--- src/rtl/instr_fetch_unit.sv ---
// Instruction fetch unit: issues program-memory reads on command from the
// microcode sequencer, latches IR/operand, and maintains the program counter.
module instr_fetch_unit #(
    parameter int                ADDR_W    = 8,
    parameter logic [ADDR_W-1:0] PROG_LAST = 8'hFF,
    parameter int                TIMEOUT   = 15
) (
    input  logic              clock,
    input  logic              reset,
    input  logic [1:0]        mcontrol,
    input  logic              PCD,
    output logic [ADDR_W-1:0] mem_addr,
    output logic              mem_rd,
    input  logic [7:0]        mem_rdata,
    input  logic              mem_ack,
    output logic [3:0]        IR_Out,
    output logic [3:0]        IR_Arg,
    output logic [7:0]        operand,
    output logic              busy,
    output logic              done,
    output logic              y,
    output logic              err
);

    localparam logic [2:0] ST_IDLE = 3'd0;
    localparam logic [2:0] ST_REQ  = 3'd1;
    localparam logic [2:0] ST_WAIT = 3'd2;
    localparam logic [2:0] ST_DONE = 3'd3;
    localparam logic [2:0] ST_HOLD = 3'd4;

    localparam logic [1:0] CMD_IDLE  = 2'b00;
    localparam logic [1:0] CMD_INSTR = 2'b01;
    localparam logic [1:0] CMD_OPND  = 2'b10;
    localparam logic [1:0] CMD_JUMP  = 2'b11;

    // Counter holds 0..TIMEOUT-1; the last value is the final WAIT cycle.
    localparam int CNT_W = (TIMEOUT > 1) ? $clog2(TIMEOUT) : 1;
    localparam logic [CNT_W-1:0] CNT_LAST = CNT_W'(TIMEOUT - 1);

    logic [2:0]        state_reg;
    logic [2:0]        state_next;
    logic [ADDR_W-1:0] pc_reg;
    logic [ADDR_W-1:0] mem_addr_reg;
    logic              cmd_opnd_reg;
    logic [7:0]        ir_reg;
    logic [7:0]        operand_reg;
    logic [CNT_W-1:0]  wait_cnt_reg;
    logic              y_reg;
    logic              err_reg;

    logic fetch_accept;
    logic jump_accept;
    logic timeout_hit;

    assign fetch_accept = (state_reg == ST_IDLE) &&
                          ((mcontrol == CMD_INSTR) || (mcontrol == CMD_OPND));
    assign jump_accept  = (state_reg == ST_IDLE) && (mcontrol == CMD_JUMP);
    assign timeout_hit  = (wait_cnt_reg == CNT_LAST);

    always_comb begin
        state_next = state_reg;
        case (state_reg)
            ST_IDLE: begin
                if (jump_accept) begin
                    state_next = ST_DONE;
                end else if (fetch_accept) begin
                    state_next = ST_REQ;
                end
            end
            ST_REQ:  state_next = ST_WAIT;
            ST_WAIT: begin
                if (mem_ack || timeout_hit) begin
                    state_next = ST_DONE;
                end
            end
            ST_DONE: state_next = ST_HOLD;
            ST_HOLD: begin
                // Waiting for the sequencer to drop the command makes a
                // level-held command execute exactly once.
                if (mcontrol == CMD_IDLE) begin
                    state_next = ST_IDLE;
                end
            end
            default: state_next = ST_IDLE;
        endcase
    end

    always_ff @(posedge clock) begin
        if (reset) begin
            state_reg    <= ST_IDLE;
            pc_reg       <= '0;
            mem_addr_reg <= '0;
            cmd_opnd_reg <= 1'b0;
            ir_reg       <= 8'h00;
            operand_reg  <= 8'h00;
            wait_cnt_reg <= '0;
            y_reg        <= 1'b0;
            err_reg      <= 1'b0;
        end else begin
            state_reg <= state_next;

            case (state_reg)
                ST_IDLE: begin
                    if (fetch_accept) begin
                        cmd_opnd_reg <= (mcontrol == CMD_OPND);
                        mem_addr_reg <= pc_reg;
                    end
                end
                ST_REQ: begin
                    wait_cnt_reg <= '0;
                end
                ST_WAIT: begin
                    if (mem_ack) begin
                        if (cmd_opnd_reg) begin
                            operand_reg <= mem_rdata;
                        end else begin
                            ir_reg <= mem_rdata;
                        end
                    end else if (timeout_hit) begin
                        err_reg <= 1'b1;
                    end else begin
                        wait_cnt_reg <= wait_cnt_reg + 1'b1;
                    end
                end
                default: ;
            endcase

            // An accepted jump overrides a coincident increment strobe.
            if (jump_accept) begin
                pc_reg <= ADDR_W'(operand_reg);
            end else if (PCD) begin
                pc_reg <= pc_reg + 1'b1;
            end

            if (PCD && (pc_reg == PROG_LAST)) begin
                y_reg <= 1'b1;
            end
        end
    end

    assign mem_addr = mem_addr_reg;
    assign mem_rd   = (state_reg == ST_REQ) || (state_reg == ST_WAIT);
    assign busy     = (state_reg != ST_IDLE);
    assign done     = (state_reg == ST_DONE);
    assign IR_Out   = ir_reg[7:4];
    assign IR_Arg   = ir_reg[3:0];
    assign operand  = operand_reg;
    assign y        = y_reg;
    assign err      = err_reg;

endmodule

--- config.mk ---
export PLATFORM = sky130hd
export DESIGN_NAME = instr_fetch_unit
export DESIGN_NICKNAME = d
export VERILOG_FILES = /design/src/rtl/instr_fetch_unit.sv
export SDC_FILE = /design/constraint.sdc
export NUM_CORES = 1
export LEC_CHECK = 0
export BUFFER_PORTS_ARGS = -buffer_cell sky130_fd_sc_hd__buf_2
export CORE_UTILIZATION = 40
export CTS_CLUSTER_DIAMETER = 200
export DETAILED_ROUTE_END_ITERATION = 7
export PLACE_DENSITY = 0.6
export SLEW_MARGIN = 30
export SYNTH_ARGS = -nofsm -noshare
export SYNTH_HDL_FRONTEND = slang
export SYNTH_SLANG_ARGS = --single-unit
--- constraint.sdc ---
create_clock -name clock -period 2.1 [get_ports clock]
set_input_delay 0.105 -clock clock [delete_from_list [all_inputs] [get_ports clock]]
set_output_delay 0.105 -clock clock [all_outputs]
set_load 0.1 [all_outputs]
==> results.md, run 1 <==
- CTS Hold Bufs: 0
- Root Driver: clkbuf_8
- Worst-margin pin slew: 0.549 ns
- Main synth FF type: dfxtp_1
- Vias in the first global route: 1462
- Layout cells sized above 1: 0.243
- CTS max path bufs: 2
- Post-synthesis compound-gate area fraction: 0.199
- Synth Area in Adders: 0.0400
- Initial DRC count: 81
- Slew Viols, Final: 0
- RSZ-0062 raised after global routing: false
- Critical path buffer and inverter count: 1
- Commonest non-fill, non-tap cells in the layout: dfxtp_1, buf_2, a21oi_1
- Fmax: between 500 and 600 MHz
- Clk sinks: 42
- Worst-path cell chain: buf_4 > or4b_1 > o21a_1 > nor3_1
- Max-Cap Viols: 0
- Async SR Flop Fraction: 0
- Post-CTS setup buffer count: 0
- Pre-CTS worst setup slack: between 0.3 and 0.4 ns
- Port Buffers: 42
- Final Wtd Congestion: a little under 0.8
- Final setup vio count: 0
- Synth Warn #: 0
- Clk_lat worst skew: just under 0.3 ns
- Via Count: around 1.7k
- Pre-antenna DRT Iters: 7
- Reg2reg start: state_reg[2]
- Worst stage delay on the critical path: 0.75 ns
- Die ar.: ~5000 µm²
- Die height: 70.5 µm
- Initial core utilization: 0.422
- Row cnt: 24
- Xor and xnor area share after synthesis: 0.0233
- Leak pwr: about 0.9 nW
- Final-report hold violation count: 0
- Max VDD drop: roughly 0.45 mV
- Antenna viol nets, final: 0
- Core area: roughly 4400 µm²
- Total GRT Usage: 0.172
- Element type at the critical path start: flop
- CTS tree: built
- Cells after DPL: between 300 and 400
- Tcrit/Tclk final: 0.841
- Nets: 282
- Fin Setup TNS: 0 ns
- Post-route cell area: 2280 µm²
- Worst slew margin: 0.634
- IO Pins: 43
- First-pass GRT wire length: 6750 µm
- Reg clk slew, reported paths: 0.09 ns
- Largest net degree at the start of global routing: 31
- Grt total ovfl: 0
- Antenna fix cells: 0
- H-tree depth: 2
- Synth Instances: ~230
- Cells on worst reg2reg path: 4
- CP startpoint: state_reg[2]
- Routed vias/inst: 5.33
- Initial antenna violation count: 0
- WP data required: ~2.3 ns
- Crit path to: state_reg[1]
- Worst EP arrival: ~2.0 ns
- Crit Path Class: reg -> reg
- HPWL Detailed: between 2000 and 3000 µm
- Post-synthesis mux area share: 0.00533
- Total CTS buffers: 5
- Simple-gate share of the synthesized area: 0.233
- Worst Hold Class: in -> reg
- Netlist cell types: 34
- Routed wire per std cell: approximately 13 µm
- Die W: around 70 µm
- Syn Std Cell Area: approximately 1900 µm²
- CP top delay family: simple AND/OR/NAND/NOR gates
- Final Worst Setup Slack: between 0.3 and 0.4 ns
- CP max stage cell: or4b_1
- Violated checks: DRC
- #FFs+latches synth: 42
- Status: finished with violations
- Critical path peak fanout: 17
- Post-synth EDFFs: 0
- Pwr dens: between 1000 and 1500 nW/µm²
- Area Growth Syn to Fin: 21.6%
- Largest family of logic cells by synthesized area: simple AND/OR/NAND/NOR gates
- Post-Syn Area per Cell: 8.34 µm²
- Crit. path cell count: 4
- Post-synthesis sequential area ratio: 0.448
- Non-Filler Instances: roughly 320
- Critical Path Sink Type: flop
- Area after DPL: ~2100 µm²
- Reg2reg end: state_reg[1]
- Routed wire length: 4040 µm
- Remaining DRCs: 4
- Post-CTS Resized: 0
- FF-to-FF setup slack: around 0.33 ns
- Syn_nets: roughly 250
- Final Critical Period: about 1.8 ns
- Worst Skew: ~0.0093 ns
-- report_power, final --
part	internal (W)	switching [W]	leakage [nW]
combinational	0.000204	0.000606	0.502
clock	0.000476	0.000280	0.0683
sequential	0.000865	0.0000727	0.341
total	0.00155	0.000959	0.911
-- metal layers --
metal	wire length (µm)	up-vias	global-route usage
met5	0	-	0
li1	-	877	-
met3	177	4	0.0519
met2	1710	36	0.257
met4	51	0	0.0544
met1	2100	763	0.238
-- per-stage QoR --
| stage | total power, W | hold WS, ns | utilization |
|---|---|---|---|
| floorplan | 0.00160 | 0.253 | - |
| global placement | 0.00177 | 0.374 | 0.483 |
| detailed placement | 0.00177 | 0.376 | 0.483 |
| CTS | 0.00254 | 0.0504 | 0.514 |
| global route | 0.00263 | 0.0595 | 0.514 |
| finish | 0.00250 | 0.0605 | 0.514 |
-- worst min-delay path: cells and delay by family --
kind	cells	cell delay (ns)
AO/OA/AOI/OAI	1	0.05
AND/OR/NAND/NOR	1	0.05
buffers and inverters	1	0.10
-- final cells by class --
type | count | area, µm²
clock buffers | 5 | 68.8
inverters | 5 | 18.8
well taps | 52 | 65.1
flip-flops and latches | 42 | 841
multi-input cells | 158 | 950
repair buffers | 50 | 270
clock inverters | 3 | 68.8
fillers | 443 | 2160
-- cell families after synthesis --
group,Yosys count
compound gates,65
xor+xnor,5
fa+ha+maj,6
buf+inv,25
flops,42
mux,1
simple gates,81
-- synthesized netlist by cell type (4+ instances only) --
master / n / share of area
a21oi_1: 28 / 0.075
nand3_1: 19 / 0.051
ha_1: 6 / 0.040
clkbuf_1: 17 / 0.034
nor2_1: 13 / 0.026
inv_1: 5 / 0.010
a211oi_1: 8 / 0.032
or3_1: 9 / 0.030
nand2_1: 20 / 0.040
dfxtp_1: 42 / 0.45
o21ai_0: 20 / 0.053
nand4_1: 4 / 0.013
-- how the worst min path moves through the flow --
stage,startpoint,cells after the start,endpoint
finish,mem_rdata[7],3,ir_reg[7]
global route,mem_rdata[3],3,ir_reg[3]
CTS,mem_rdata[7],3,ir_reg[7]
detailed placement,mem_rdata[5],3,ir_reg[5]
global placement,mem_rdata[5],3,ir_reg[5]
floorplan,mem_rdata[0],2,ir_reg[0]
Power figures use the tool's default switching activity.
==> run 2: changes to the inputs <==
ABC_AREA = 1   (was not set)
PLACE_DENSITY = 0.62   (was 0.6)
clock period = 1.52 ns   (was 2.1 ns; I/O delays follow)
==> results.md, run 2 <==
- Post-CTS setup buffer count: 0
- Synth Warn #: 0
- Largest cells by area after synthesis: dfxtp_1, nand2_1, inv_1
- Async SR Flop Fraction: 0
- Final Critical Period: roughly 1.4 ns
- Cell Int Power: approximately 0.0020 W
- Root Driver: clkbuf_8
- CP startpoint: state_reg[1]
- Count leader, synth: nand2_1
- Via Count: ~1.7k
- Remaining DRCs: 0
- Critical path buffer and inverter count: 2
- Routed wire length: slightly below 4000 µm
- Reg clk slew, reported paths: around 0.08 ns
- Routed wire per std cell: roughly 11 µm
- Core area: between 4000 and 5000 µm²
- Final Worst Setup Slack: between 0.1 and 0.15 ns
- HPWL Detailed: 2920 µm
- Vias in the first global route: ~1.6k
- Layout cells sized above 1: 0.220
- Post-synth EDFFs: 0
- Crit. path cell count: 3
- CTS tree: built
- Commonest non-fill, non-tap cell in the layout: nand2_1
- Total CTS buffers: 5
- Fmax: 705 MHz
- Largest area contributor in the netlist: dfxtp_1
- Worst slew margin: 0.677
- Crit path to: done
- Antenna viol nets, final: 0
- CTS Hold Bufs: 0
- Routed vias/inst: between 4 and 5
- Clk sinks: 42
- Net Sw Frac: 0.442
- Final-report hold violation count: 0
- Initial DRC count: 73
- IO Pins: 43
- Initial core utilization: 0.414
- Die ar.: slightly above 5000 µm²
- WP data required: approximately 1.4 ns
- Pre-CTS worst setup slack: between 0.1 and 0.15 ns
- First-pass GRT wire length: around 7000 µm
- Syn_nets: around 280
- Share of the synthesized area in the top cell type: 0.432
- Reg2reg start: state_reg[2]
- Clk_lat worst skew: a little under 0.3 ns
- Element type at the critical path start: flop
- Pre-antenna DRT Iters: 4
- Switching pwr: approximately 0.0016 W
- Port Buffers: between 40 and 50
- Slew Viols, Final: 0
- #FFs+latches synth: 42
- Max-Cap Viols: 0
- Worst EP arrival: 1.34 ns
- Post-synthesis sequential area ratio: 0.432
- Final Wtd Congestion: about 0.8
- Worst-margin pin slew: slightly below 0.5 ns
- Antenna fix cells: 0
- Syn Std Cell Area: approximately 1900 µm²
- CP top delay family: buffers and inverters
- Cells on worst reg2reg path: 6
- Largest net degree at the start of global routing: 19
- Top cells by count, synth: nand2_1, dfxtp_1, inv_1
- Max VDD drop: 0.630 mV
- Critical Path Sink Type: primary output
- Worst stage delay on the critical path: 0.44 ns
- Main synth FF type: dfxtp_1
- Post-CTS Resized: 0
- Commonest non-fill, non-tap cells in the layout: nand2_1, buf_2, inv_1, dfxtp_1, nor2_1
- Pwr dens: between 1500 and 2000 nW/µm²
- Total GRT Usage: 0.173
- Worst Hold Class: in -> reg
- Filler cell count: around 500
- Cells after DPL: 355
- Non-Filler Instances: 363
- Clock power frac: 0.245
- Combinational fraction of design power: 0.385
- Worst Skew: about 0.0060 ns
- CP max stage cell: buf_2
- Min Hold Slack: approximately 0.051 ns
- Leak pwr: 1.07 nW
- Tcrit/Tclk final: 0.933
- Grt total ovfl: 0
- Synth Instances: between 200 and 300
- Die height: around 70 µm
- Row cnt: 25
- Worst-path cell chain: inv_4 > nor3_4 > buf_2
- FF-to-FF setup slack: approximately 0.19 ns
- Initial antenna violation count: 0
- Post-Syn Area per Cell: around 7.4 µm²
- CTS max path bufs: 2
- Status: complete, no violations
- Netlist cell types: 29
- Reg power frac: 0.369
- Die W: approximately 72 µm
- Nets: roughly 330
- Crit Path Class: reg -> out
- Critical path peak fanout: 6
- H-tree depth: 2
- Final setup vio count: 0
- Reg2reg end: pc_reg[5]
- RSZ-0062 raised after global routing: false
- Area Growth Syn to Fin: 20.1%
-- run 2: cell count changes in the layout (fill, tap and decap cells not counted), sizes merged, moves of 6 or more --
cell    delta
inv       +39
or3        -9
nor2      +17
nand2     +29
buf        -6
o21ai      +8
a211oi     -8
-- run 2: cell type report --
type,count,area [µm²],area share
Clock inverter,2,36.3,0.0155
Tap cell,54,67.6,0.0289
Timing Repair Buffer,44,240,0.103
Multi-Input combinational cell,172,903,0.387
Sequential cell,42,847,0.363
Clock buffer,6,72.6,0.0311
Inverter,43,169,0.0723
-- run 2: worst min-delay path, stage by stage --
cell and delay, ns:
buf_2 0.08, o21ai_0 0.08, nor2_1 0.08
-- run 2: worst min path at each step --
stage	startpoint	to	slack, ns	cells after the start
after floorplan	reset	state_reg[0]	0.15	1
after global placement	mem_rdata[7]	ir_reg[7]	0.34	3
after detailed placement	mem_rdata[5]	ir_reg[5]	0.35	3
after CTS	mem_rdata[7]	ir_reg[7]	0.04	3
after global routing	mem_rdata[6]	ir_reg[6]	0.07	3
final	mem_rdata[6]	ir_reg[6]	0.05	3
-- run 2: metrics by stage --
step	utilization	power [W]	TNS (ns)	area, µm²
2_1_floorplan	-	0.00247	-0.000946	1960
3_3_place_gp	0.474	0.00269	0	2230
3_5_place_dp	0.474	0.00270	0	2230
4_1_cts	0.498	0.00358	0	2330
5_1_grt	0.498	0.00374	0	2340
6_report	0.498	0.00354	0	2340
-- run 2: cells by family after synthesis --
kind of cell               synth area share
AOI/OAI and AO/OA                     0.156
xor gates and xnor gates             0.0135
adders and majority gates            0.0386
buffers and inverters                 0.109
DFF                                   0.432
and+or+nand+nor                       0.251
-- run 2: power groups by stage --
stage,clock [W],combinational [W],sequential [W]
detailed placement,0,0.00137,0.00133
floorplan,0,0.000596,0.00188
CTS,0.000897,0.00137,0.00131
global placement,0,0.00137,0.00133
finish,0.000869,0.00136,0.00131
global route,0.000948,0.00147,0.00132
-- run 2: routing by layer --
metal,vias up,wire (µm),global-route usage
li1,932,-,-
met1,728,1970,0.226
met2,41,1750,0.267
met3,6,179,0.0506
met4,0,55,0.0675
met5,-,0,0
